$ cat config.mk
export PLATFORM = sky130hd
export DESIGN_NAME = if_buf
export DESIGN_NICKNAME = d
export VERILOG_FILES = /design/src/rtl/if_buf.sv
export SDC_FILE = /design/constraint.sdc
export NUM_CORES = 1
export LEC_CHECK = 0
export ABC_AREA = 1
export CAP_MARGIN = 20
export CORE_MARGIN = 1
export CORE_UTILIZATION = 40
export DETAILED_ROUTE_END_ITERATION = 8
export PLACE_DENSITY = 0.64
export REMOVE_ABC_BUFFERS = 1
export SLEW_MARGIN = 20
export SYNTH_ARGS = -nofsm -noshare
export SYNTH_HDL_FRONTEND = slang
export SYNTH_SLANG_ARGS = --single-unit
$ cat constraint.sdc
create_clock -name clk -period 1.89 [get_ports clk]
set_clock_uncertainty 0.2 [all_clocks]
set_input_delay 0.189 -clock clk [delete_from_list [all_inputs] [get_ports clk]]
set_output_delay 0.189 -clock clk [all_outputs]
set_load 0.02 [all_outputs]
$ cat src/rtl/if_buf.sv
// Instruction fetch buffer: an in-order circular FIFO of fetch packets between
// fetch and decode. A faulting fetch blocks further pushes until a redirect flush.
module if_buf #(
    parameter int unsigned PC_WIDTH    = 32,
    parameter int unsigned INSTR_WIDTH = 32,
    parameter int unsigned DEPTH       = 4
) (
    input  logic                       clk,
    input  logic                       rst_n,
    input  logic                       flush_i,
    input  logic                       in_valid_i,
    output logic                       in_ready_o,
    input  logic [PC_WIDTH-1:0]        in_pc_i,
    input  logic [INSTR_WIDTH-1:0]     in_instr_i,
    input  logic                       in_pc_misalign_i,
    input  logic                       in_bus_err_i,
    output logic                       out_valid_o,
    input  logic                       out_ready_i,
    output logic [PC_WIDTH-1:0]        out_pc_o,
    output logic [INSTR_WIDTH-1:0]     out_instr_o,
    output logic                       out_pc_misalign_o,
    output logic                       out_bus_err_o,
    output logic [$clog2(DEPTH):0]     count_o
);

    localparam int unsigned PTR_W = $clog2(DEPTH);
    localparam int unsigned CNT_W = PTR_W + 1;
    localparam logic [CNT_W-1:0] FULL_CNT = CNT_W'(DEPTH);

    typedef struct packed {
        logic [PC_WIDTH-1:0]    pc;
        logic [INSTR_WIDTH-1:0] instr;
        logic                   misalign;
        logic                   bus_err;
    } entry_t;

    entry_t             mem [DEPTH];
    logic [PTR_W-1:0]   wr_ptr;
    logic [PTR_W-1:0]   rd_ptr;
    logic [CNT_W-1:0]   count;
    logic               fault_hold;

    logic               push;
    logic               pop;
    logic               in_fault;

    always_comb begin
        in_ready_o  = (count != FULL_CNT) && !fault_hold;
        out_valid_o = (count != '0);
        push        = in_valid_i && in_ready_o && !flush_i;
        pop         = out_valid_o && out_ready_i && !flush_i;
        in_fault    = in_pc_misalign_i || in_bus_err_i;
    end

    always_ff @(posedge clk or negedge rst_n) begin
        if (!rst_n) begin
            mem        <= '{default: '0};
            wr_ptr     <= '0;
            rd_ptr     <= '0;
            count      <= '0;
            fault_hold <= 1'b0;
        end else if (flush_i) begin
            // Entry contents are left stale; the zeroed count hides them.
            wr_ptr     <= '0;
            rd_ptr     <= '0;
            count      <= '0;
            fault_hold <= 1'b0;
        end else begin
            if (push) begin
                mem[wr_ptr] <= '{pc: in_pc_i, instr: in_instr_i,
                                 misalign: in_pc_misalign_i, bus_err: in_bus_err_i};
                wr_ptr      <= wr_ptr + PTR_W'(1);
                if (in_fault) begin
                    fault_hold <= 1'b1;
                end
            end
            if (pop) begin
                rd_ptr <= rd_ptr + PTR_W'(1);
            end
            case ({push, pop})
                2'b10:   count <= count + CNT_W'(1);
                2'b01:   count <= count - CNT_W'(1);
                default: count <= count;
            endcase
        end
    end

    always_comb begin
        out_pc_o          = mem[rd_ptr].pc;
        out_instr_o       = mem[rd_ptr].instr;
        out_pc_misalign_o = mem[rd_ptr].misalign;
        out_bus_err_o     = mem[rd_ptr].bus_err;
        count_o           = count;
    end

endmodule

## Word level (Yosys, flattened, before mapping)

Cells that the tools add are included.

| operators by class | value |
|---|---|
| add/sub/neg operators | 4 |
| $lt $le $gt $ge | 3 |
| equal/unequal tests | 3 |
| multiplexer cells | 15 |
| bitwise operators | 3 |
| reductions and logical operators | 16 |

Operators by type and width:

| kind | count |
|---|---|
| 264-bit bitwise mux | 1 |
| 66-bit two-way mux | 3 |
| 66-bit binary-select mux with 2-bit select | 1 |
| 66-bit demux with 2-bit select | 1 |
| 2-bit two-way mux | 4 |
| 3-bit greater-or-equal comparator (second input constant) | 2 |
| 1-bit logical AND | 6 |
| 2-bit inverter with 3-bit output | 2 |
| 3-bit one-hot mux with 2 select lines | 1 |
| 2-bit nonzero test | 3 |
| 3-bit nonzero test | 2 |
| 2-bit by 1-bit adder with 2-bit output (second input constant) | 2 |
| 2-bit AND reduction | 2 |
| 3-bit by 1-bit adder with 3-bit output (second input constant) | 1 |
| 3-bit by 1-bit < comparator with 1-bit output (second input constant) | 1 |
| 1-bit two-way mux | 3 |
| 3-bit two-way mux | 1 |
| 3-bit inequality test (second input constant) | 1 |
| 3-bit by 1-bit subtractor with 3-bit output (second input constant) | 1 |
| 2-bit by 1-bit equality test with 1-bit output (second input constant) | 1 |
| 2-bit equality test (second input constant) | 1 |
| 1-bit zero test | 2 |
| 1-bit logical OR | 1 |
| 1-bit inverter | 1 |

| storage, ports and cells | value |
|---|---|
| bits in registers | 272 |
| bits of input ports | 71 |
| output and inout bits | 71 |
| word-level logic and storage cells | 64 |

## Depth between registers and ports, before layout

| logic depth | value |
|---|---|
| depth in word-level cells | 7 |
| depth in mapped cells | 13 |
| mapped depth without buffers | 13 |

## Least setup slack after synthesis

OpenSTA, ideal clock, no wires.

| timing path | value |
|---|---|
| kind | register to register |
| start point | register count[1], in the netlist count_o[1] |
| end point | register count[2], in the netlist count_o[2] |
| setup time | 0.117 ns |
| data arrival time | 1.999 ns |
| data required time | 1.573 ns |
| slack | -0.426 ns |
| stages on the path, launching flop included | 14 |
| path buffers | 0 |
| period minus slack after synthesis | 2.316 ns |
| cells stage by stage | dfrtp_1 nor2_2 nand2_1 nand2_1 nor2_1 nand2_1 inv_1 fa_1 xnor2_1 inv_1 nand2_1 nand2_1 nand3_1 nand2_1 |

| between the ends | value |
|---|---|
| elaborated cells on any way between the ends | 14 |
| classes of those cells | add/sub (2); eq/ne (3); mux (2); reduce/logical (7) |

RTL lines:

| what | line | RTL |
|---|---|---|
| start: declaration | 40 | `logic [CNT_W-1:0] count;` |
| start signal: assignment | 81 | `2'b10: count <= count + CNT_W'(1);` |
| start signal: assignment | 82 | `2'b01: count <= count - CNT_W'(1);` |
| start signal: assignment | 83 | `default: count <= count;` |
| 3-bit nonzero test (*) | 49 | `out_valid_o = (count != '0);` |
| net out_valid_o | 17 | `output logic out_valid_o,` |
| 1-bit logical AND (*) (2 in a row) | 51 | `pop = out_valid_o && out_ready_i && !flush_i;` |
| 2-bit by 1-bit equality test with 1-bit output / 2-bit equality test (equally long branches) | 80 | `case ({push, pop})` |
| 3-bit one-hot mux with 2 select lines | 80 |  |
| 3-bit two-way mux | 62 | `end else if (flush_i) begin` |

The timed path passes the listed nets; every way through them passes the cells marked *.
A chain may end at the register's enable or synchronous reset.

## Worst setup path in the final report

| timing path | value |
|---|---|
| start point | register rd_ptr[0] |
| end point | output port out_instr_o[22] |

| between the ends | value |
|---|---|
| word-level cells in the longest chain between the ends | 4 |

Ends and longest elaborated chain:

| what | line | RTL |
|---|---|---|
| start: declaration | 39 | `logic [PTR_W-1:0] rd_ptr;` |
| start signal: assignment | 78 | `rd_ptr <= rd_ptr + PTR_W'(1);` |
| 2-bit inverter with 3-bit output (implied by the code) | 90 | `out_instr_o = mem[rd_ptr].instr;` |
| 66-bit binary-select mux with 2-bit select | 90 |  |
| 66-bit two-way mux (2 in a row) | n/a |  |
| end: declaration | 20 | `output logic [INSTR_WIDTH-1:0] out_instr_o,` |

Every way passes these cells. The select of a mux whose other input is x is not followed.

==> reports/qor_table.md <==
| Group | Metric | This run |
|:---|:---|:---|
| worst hold path | Worst min-delay path class | in -> reg |
| timing | Final Slew Violations | 0 |
| place | Count of buffers inserted at the top-level ports | 141 |
| finish | Post-layout net count | 1822 |
| die | DIE AREA | 0.0323 mm2 |
| die | Core Region | 0.0308 mm2 |
| cts | Clock tree from TritonCTS | yes |
| timing | Slew margin rel. | 0.694 |
| die | Starting Density | 0.410 |
| synthesis | Top flip-flop cell by instance count after synthesis | dfrtp_1 |
| global routing | Global-route wire length before repair | 62.7 mm |
| power | Worst vdd ir | 0.000881 V |
| worst setup path | Kind of launch point of the worst setup path | flip-flop |
| synthesis | Fraction of registers with async set or reset after synthesis | 1.00 |
| synthesis | Portion of synthesized cell area occupied by the leading cell type | 0.539 |
| timing | Worst path setup slack after routing | -0.431 ns |
| timing | Setup TNS | -41.76 ns |
| worst setup path | Arrival time of the worst setup path | 1.93 ns |
| finish | Antenna diode instance count | 0 |
| finish | Cell area after layout | 0.0170 mm2 |
| die | Site Rows | 64 |
| cts | Clock Tree Buf Depth | 3 |
| synthesis | Most common cell in the synthesized netlist | nand2_1 |
| timing | RSZ-0062 raised after global routing | true |
| worst setup path | Data required time at the worst endpoint | 1.50 ns |
| timing | Final worst path period need | 2.32 ns |
| worst setup path | Worst-path cell chain | buf_12, buf_12, o21ai_0, o22ai_1, buf_4 |
| global routing | Maximum number of pins on one net before global-route repair | 48 |
| worst setup path | Delay contributed by the slowest stage of the critical path | 0.48 ns |
| finish | Layout cells sized above 1 | 0.188 |
| place | Final weighted congestion in routability-driven placement | 0.775 |
| worst setup path | Start-to-end type of the worst setup path | reg -> out |
| drt | Via density per instance | 5.54 |
| timing | Fmax | 0.431 GHz |
| finish | Synth-to-layout area growth | 34.7% |
| place | Place WS | -0.360 ns |
| synthesis | Most frequent cells after synthesis | nand2_1, o21ai_0, dfrtp_1, nor2_1, clkbuf_1 |
| drt | Number of DRC markers after the initial detailed-route iteration | 1199 |
| synthesis | Warnings, synthesis | 0 |
| synthesis | Cell type with the largest total area after synthesis | dfrtp_1 |
| power | Leak Pwr | 8.24 nW |
| status | Violations in the final reports | design-rule violations, negative setup slack |
| cts | # clock sinks | 272 |
| cts | Root buffer selected by CTS | clkbuf_16 |
| place | Half-perimeter wire length after placement | 22.5 mm |
| synthesis | Biggest area contributors in the synthesized netlist | dfrtp_1, nand2_1, o21ai_0 |
| global routing | Number of global-route vias before repair | 11300 |
| drt | Routed wire per std cell | 19.4 um |
| place | Area after detailed placement | 0.0150 mm2 |
| die | I/O pin total | 142 |
| synthesis | Summed instance area of the synthesized netlist | 0.0126 mm2 |
| die | Die Span X | 180 um |
| worst setup path | Critical-path maximum fanout | 20 |
| global routing | Initial antenna violation count | 1 |
| drt | Routed wire length | 41.9 mm |
| timing | Final hold vios | 0 |
| global routing | GRT overflow | 0 |
| cts | Post-CTS clock slew at the launch and capture registers of the worst setup and hold paths | 0.06 ns |
| drt | Drt drc | 4 |
| synthesis | Post-synth EDFFs | 0 |
| synthesis | Avg Cell Area, Syn | 7.98 um2 |
| run | Reported max-cap violation count | 0 |
| worst setup path | Most common cell type on the critical path | buf_12 |
| worst setup path | Worst-case register-to-register setup slack | -0.17 ns |
| drt | Length of the first detailed-routing pass in iterations | 9 |
| die | Die Span Y | 180 um |
| synthesis | Share of synthesized area occupied by flip-flops and latches | 0.539 |
| timing | Share of the clock period used by the worst path | 1.23 |
| cts | CTS H-Tree Depth | 1 |
| status | Result of the run | finished with violations |
| timing | Final-report setup violation count | 325 |
| drt | Overall via count from detail_route | 12000 |
| global routing | Overall Global Routing Usage | 0.240 |
| drt | Antenna-violating nets left | 0 |
| timing | Actual slew at the worst max-slew pin | 0.459 ns |
| worst setup path | Crit path max-delay cell type | dfrtp_4 |
| cts | Clock latency on the worst-skew pair | 0.55 ns |
| power | Cell Pwr Density | 1610 mW/mm2 |
| synthesis | Synthesized instance count | 1583 |
| worst setup path | Setup crit end kind | output port |
| synthesis | Number of unique standard cell types used by synthesis | 23 |
| synthesis | Synthesis-stage register bit count | 272 |
| cts | Number of buffers created by CTS | 30 |
## layout by cell type, fill, tap and decap left out, drive strengths merged
master,synthesis,final
dlygate4sd3,0,2
dfrtp,272,272
clkinv,0,7
o22ai,66,66
buf,48,171
bufinv,0,2
nand2,545,545
clkdlybuf4s50,0,69
dlygate4sd2,0,2
xnor2,1,1
o21ai,399,399
fa,1,1
inv,15,14
nor2,139,139
a21oi,4,4
nand3,8,9
ha,4,4
o211ai,1,1
clkbuf,80,60
## worst paths after layout
check	start	end	depth (start not counted)
hold / removal	in_instr_i[4]	mem[6]$_DFFE_PN0P_	3
setup / recovery	rd_ptr[0]$_DFFE_PN0P_	out_instr_o[22]	5
min in group asynchronous	rst_n	mem[36]$_DFFE_PN0P_	3
setup reg to reg	count_o[1]$_DFFE_PN0P_	mem[100]$_DFFE_PN0P_	10
hold reg to reg	mem[132]$_DFFE_PN0P_	mem[132]$_DFFE_PN0P_	2
max in group asynchronous	rst_n	mem[134]$_DFFE_PN0P_	4
## area by class of cell
cell class | instances | area (um2)
fillers | 2764 | 13800
multi-input cells | 1169 | 5560
clock inverters | 8 | 90.1
well taps | 396 | 495
flip-flops and latches | 272 | 6810
clock buffers | 46 | 942
repair buffers | 258 | 3040
inverters | 15 | 68.8
## critical path, delay by kind of cell, from the launching register on
family | cells | cell delay, ns
DFF | 1 | 0.48
AOI/OAI and AO/OA | 2 | 0.38
buffers and inverters | 3 | 0.52
## sequential cells by signal (all words and copies together), names as in the netlist
register / cells
rd_ptr: 2
mem: 264
wr_ptr: 2
fault_hold: 1
count_o: 3
## timing repair
action	4_1_cts	5_1_grt
pin swaps	10	18
buffers inserted	4	14
gates resized for setup	412	133
hold buffers	3	0
endpoints found under the hold margin	272	0
gates cloned	0	18
setup endpoints to repair	74	327
## cell families (layout without fill, tap and decap cells)
| family | Yosys count | after routing | share of synthesized area |
|---|---|---|---|
| buffers and inverters | 143 | 327 | 0.0530 |
| DFF | 272 | 272 | 0.539 |
| adders and majority gates | 5 | 5 | 0.00555 |
| xor gates and xnor gates | 1 | 1 | 0.000694 |
| and+or+nand+nor | 692 | 693 | 0.208 |
| AOI/OAI and AO/OA | 470 | 470 | 0.194 |
## through the flow
stage                     instances  total power, mW  hold slack, ns  utilization
after floorplan                1455             15.2          -0.307            -
after global placement         2073             20.3         -0.0206        0.488
after detailed placement       2073             20.5         -0.0214        0.488
after CTS                      2133             26.5          0.0420        0.523
after global routing           2164             29.1          0.0655        0.552
final                          2164             27.4          0.0529        0.552
## report_power, final
group,internal (mW),switching [mW]
clock,3.67,2.40
sequential,8.41,1.42
combinational,4.68,6.84
## per-layer routing
layer	vias up	routed length, um	GRT usage	share of wire
met3	66	3030	0.0328	0.072
met4	2	808	0.0600	0.019
met5	-	13	0	0.00031
met1	5857	18400	0.346	0.44
met2	489	19600	0.383	0.47
li1	5565	-	-	-
(Power assumes the default switching activity.)
